**config.mk**
```make
export PLATFORM = sky130hd
export DESIGN_NAME = stdcore_rrarb
export DESIGN_NICKNAME = d
export VERILOG_FILES = /design/src/rtl/stdcore_pkg.sv /design/src/rtl/stdcore_rrpick.sv /design/src/rtl/stdcore_rrarb.sv
export SDC_FILE = /design/constraint.sdc
export NUM_CORES = 1
export LEC_CHECK = 0
export BUFFER_PORTS_ARGS = -buffer_cell sky130_fd_sc_hd__buf_4
export CAP_MARGIN = 15
export CORE_MARGIN = 10
export CORE_UTILIZATION = 42
export CTS_CLUSTER_DIAMETER = 150
export CTS_CLUSTER_SIZE = 40
export DETAILED_ROUTE_END_ITERATION = 8
export HOLD_SLACK_MARGIN = 0.03
export PLACE_DENSITY = 0.76
export SYNTH_ARGS = -nofsm -noshare
export SYNTH_HDL_FRONTEND = slang
export SYNTH_SLANG_ARGS = --single-unit
```
**constraint.sdc**
```tcl
create_clock -name clk -period 3.06 [get_ports clk]
set_clock_uncertainty 0.1 [all_clocks]
set_input_delay 0.612 -clock clk [delete_from_list [all_inputs] [get_ports clk]]
set_output_delay 0.612 -clock clk [all_outputs]
set_load 0.02 [all_outputs]
```
**src/rtl/stdcore_pkg.sv**
```systemverilog
// Shared types and helpers for the stdcore streaming blocks.
package stdcore_pkg;

    typedef enum logic {
        ST_IDLE = 1'b0,
        ST_LOCK = 1'b1
    } state_t;

    // Modular add for operands already reduced below n.
    function automatic int unsigned wrap_add(input int unsigned a,
                                             input int unsigned b,
                                             input int unsigned n);
        int unsigned s;
        s = a + b;
        return (s >= n) ? (s - n) : s;
    endfunction

endpackage

```
**src/rtl/stdcore_rrpick.sv**
```systemverilog
// Rotating-priority picker: first set request at or after ptr, wrapping mod N.
module stdcore_rrpick
    import stdcore_pkg::*;
#(
    parameter int N  = 4,
    parameter int NW = 2
) (
    input  logic [N-1:0]  req,
    input  logic [NW-1:0] ptr,
    output logic          found,
    output logic [NW-1:0] idx
);

    always_comb begin
        int unsigned j;
        found = 1'b0;
        idx   = '0;
        j     = 0;
        for (int unsigned k = 0; k < N; k++) begin
            j = wrap_add(int'(ptr), k, N);
            if (!found && req[j]) begin
                found = 1'b1;
                idx   = NW'(j);
            end
        end
    end

endmodule

```
**src/rtl/stdcore_rrarb.sv**
```systemverilog
// Packet-aware round-robin arbiter feeding a single registered output slot.
module stdcore_rrarb
    import stdcore_pkg::*;
#(
    parameter int N  = 4,
    parameter int DW = 8,
    parameter int NW = 2
) (
    input  logic            clk,
    input  logic            arst,
    input  logic [N*DW-1:0] p,
    input  logic [N-1:0]    p_val,
    input  logic [N-1:0]    p_last,
    output logic [N-1:0]    p_rdy,
    output logic [DW-1:0]   c,
    output logic            c_val,
    output logic            c_last,
    output logic [NW-1:0]   c_src,
    input  logic            c_rdy
);

    state_t          state_q, state_d;
    logic [NW-1:0]   owner_q, owner_d;
    logic [NW-1:0]   ptr_q, ptr_d;
    logic [DW-1:0]   c_q, c_d;
    logic            c_val_q, c_val_d;
    logic            c_last_q, c_last_d;
    logic [NW-1:0]   c_src_q, c_src_d;

    logic            pick_found;
    logic [NW-1:0]   pick_idx;
    logic [NW-1:0]   sel;
    logic            sel_ok;
    logic            slot_free;
    logic            xfer;

    stdcore_rrpick #(
        .N  (N),
        .NW (NW)
    ) u_pick (
        .req   (p_val),
        .ptr   (ptr_q),
        .found (pick_found),
        .idx   (pick_idx)
    );

    always_comb begin
        slot_free = !c_val_q || c_rdy;
        if (state_q == ST_LOCK) begin
            sel    = owner_q;
            sel_ok = p_val[owner_q];
        end else begin
            sel    = pick_idx;
            sel_ok = pick_found;
        end
        xfer  = sel_ok && slot_free;
        p_rdy = '0;
        if (sel_ok) begin
            p_rdy[sel] = slot_free;
        end

        state_d  = state_q;
        owner_d  = owner_q;
        ptr_d    = ptr_q;
        c_d      = c_q;
        c_val_d  = c_val_q;
        c_last_d = c_last_q;
        c_src_d  = c_src_q;

        if (xfer) begin
            c_d      = p[sel*DW +: DW];
            c_last_d = p_last[sel];
            c_src_d  = sel;
            c_val_d  = 1'b1;
            // Last beat releases the lock from either state; ptr moves only here.
            if (p_last[sel]) begin
                state_d = ST_IDLE;
                ptr_d   = NW'(wrap_add(int'(sel), 1, N));
            end else if (state_q == ST_IDLE) begin
                state_d = ST_LOCK;
                owner_d = sel;
            end
        end else if (c_rdy) begin
            c_val_d = 1'b0;
        end
    end

    always_ff @(posedge clk or posedge arst) begin
        if (arst) begin
            state_q  <= ST_IDLE;
            owner_q  <= '0;
            ptr_q    <= '0;
            c_q      <= '0;
            c_val_q  <= 1'b0;
            c_last_q <= 1'b0;
            c_src_q  <= '0;
        end else begin
            state_q  <= state_d;
            owner_q  <= owner_d;
            ptr_q    <= ptr_d;
            c_q      <= c_d;
            c_val_q  <= c_val_d;
            c_last_q <= c_last_d;
            c_src_q  <= c_src_d;
        end
    end

    assign c      = c_q;
    assign c_val  = c_val_q;
    assign c_last = c_last_q;
    assign c_src  = c_src_q;

endmodule

```
==> metrics.cfg <==
[synthesis]
post_synth_edffs = 0
post_synth_main_area_contributors = dfrtp_1, mux2i_1, a21o_1
synth.ff_latch_count = 17
ys_dominant_reg_cell = dfrtp_1
synth_area_leader_cell = dfrtp_1
syn_area_um2 = 1112
ys_types = 31
async_reset_ff_share_pct = 100.0
synthesis.nets = 161
yosysSeqAreaShare_pct = 38.25
syn_inst = 118
yosysMostFrequentCell = mux2i_1
synthesis.area_per_instance_um2 = 9.426
top_cell_type_s_share_of_synthesized_area_pct = 38.25
synth-warning-count = 0
ys_top_cells_by_count = mux2i_1, dfrtp_1, nor2_1

[floorplanning]
rows = 18
chipWidth_um = 71.46
io_pins = 59
die_outline_area_um2 = 5107
start_util_pct = 44.49
die_height_um = 71.46
core_area_um2 = 2500

[critical_path]
reg2reg_to = owner_q[1]
r2r_startpoint = ptr_q[0]
setup.worst_path.start = owner_q[0]
timing_worst_setup_path_type = reg2out
worst_setup_path_end_kind = output pin
start_kind = register
crit_end = p_rdy[0]
r2r_setup_slack_ns = 0.62
reg2regPathDepth = 6
critical_path.max_fanout = 5
timing.critical_path.arrival_ns = 2.13
crit_path_required_time_ns = 2.35

[routing]
dr.pass1.iters = 4
route.detailed.drc = 0
number_of_vias_after_detailed_routing = 1157
drtAntennaViolNets = 0
wirelength_mm = 3.338
vias_per_cell = 5.483
detail_route.wl_per_cell_um = 15.82
drt_first_iter_violations = 40

[final_layout]
final_cell_count_no_fill = 211
num-nets-final = 225
insertedDiodeCount = 0
layout.filler_cells = 203
final_layout_size_suffix_gt1_share_pct = 40.33
syn2layout_area_growth_pct = 48.14
final_cell_area_um2 = 1648
finalCoreUtilization_pct = 65.92

[clocking]
clock_sink_count = 17
cts_max_level = 1
cts_tree = yes
clockRootBuffer = clkbuf_4
cts.repair.resized = 0
cts.hold.buffers_added = 0
postCtsSetupRepairBufs = 0
latest_clock_arrival_within_the_worst_skew_pair_ns = 0.28
clkTransAtPathRegs_ns = 0.10
tritoncts_buffers = 3
clk_path_buf_depth = 2

[timing]
final-max-slew-violation-count = 0
max_freq_ghz = 0.3515
finalCritPeriodShare_pct = 92.97
tns_ns = 0
setup_viol = 0
period_minus_slack_ns = 2.845
remaining_max_slew_budget_at_the_tightest_pin_pct = 57.07
final_report_hold_violation_count = 0
grt_setup_unrepaired = false
worstMarginPinSlew_ns = 0.6432

[grt]
pin_count_of_the_biggest_net_entering_global_routing = 18
grt_first_pass_wirelength_mm = 5.644
number_of_antenna_violations_at_the_first_check_in_global_routing = 0
track_usage_pct = 13.00
grt_overflow = 0
first_global_vias = 1307

[power_and_ir_drop]
cellLeakagePower_nw = 0.8593
pwr_density_cell_nw_per_um2 = 1027
vdd_ir_drop_max_v = 0.0007446

[place]
place.detailed.instances = 207
globalplace.congestion = 0.9693
place.port_buffers = 58
placement.cell_area_um2 = 1618
place.detailed.hpwl_mm = 2.907

[job]
drv_cap = 0

[run_status]
outcome = finished, final reports clean

[hold_path]
hold_path_class = in2async

## metrics by stage
| stage | hold slack (ns) | total power, mW | setup slack (ns) |
|---|---|---|---|
| floorplan | 0.4061 | 1.168 | 0.3051 |
| global placement | 0.3623 | 1.558 | 0.2399 |
| detailed placement | 0.3677 | 1.587 | 0.2313 |
| CTS | 0.3131 | 1.714 | 0.1909 |
| global route | 0.3381 | 1.833 | 0.009009 |
| finish | 0.3032 | 1.693 | 0.2150 |
## final cells by class
cell class	instances	area (um2)	area share, %
Tap cell	30	37.54	2.278
Sequential cell	17	425.4	25.82
Clock buffer	3	22.52	1.367
Clock inverter	1	7.507	0.4556
Multi-Input combinational cell	91	651.9	39.56
Inverter	4	15.01	0.9112
Timing Repair Buffer	65	488.0	29.61
## kinds of logic after synthesis
group	count (synthesis)	share of synthesized area [%]
multiplexers	20	19.57
flip-flops	17	38.25
buffers and inverters	10	3.711
AND/OR/NAND/NOR	36	15.64
AO/OA/AOI/OAI	35	22.83
## cell usage in the layout, fill, tap and decap left out, types with 2 or more instances in the layout
master / n
a21o_1: 9
nor2b_1: 6
inv_1: 4
o22ai_1: 9
a21oi_1: 4
mux2i_1: 18
nor2_1: 14
o21a_1: 2
clkbuf_4: 3
nand2_1: 10
dfrtp_1: 17
buf_4: 65
## metal layers
layer	global-route usage, %	wire length, um	vias up
met2	22.55	1600	57
met5	0	0	-
li1	-	-	564
met3	4.683	274	4
met4	4.086	33	0
met1	14.38	1429	532
## critical path: stages (launching register included)
cell and delay (ns):
dfrtp_1 0.41, mux4_1 0.59, nor2_1 0.18, or3_4 0.16
or2_0 0.25, nor2_1 0.07, buf_4 0.18
## worst min path at each step
stage,slack [ns],end,cells past startpoint,start
6_report,0.30,c[2],2,arst
5_1_grt,0.34,c[2],2,arst
4_1_cts,0.31,c[0],2,arst
3_5_place_dp,0.37,c[3],1,c[3]
3_3_place_gp,0.36,c[0],1,c[0]
2_1_floorplan,0.41,owner_q[1],1,owner_q[1]
## sequential cells by signal, indices dropped and copies added (netlist names)
register,cells
state_q,1
owner_q,2
c_val,1
c,8
c_src,2
ptr_q,2
c_last,1
## power by group
group | total, mW | internal (mW) | switching [mW]
clock network | 0.122 | 0.0496 | 0.0722
logic | 1.15 | 0.551 | 0.601
registers | 0.419 | 0.338 | 0.0818
total | 1.69 | 0.938 | 0.755
(Power assumes the default switching activity.)
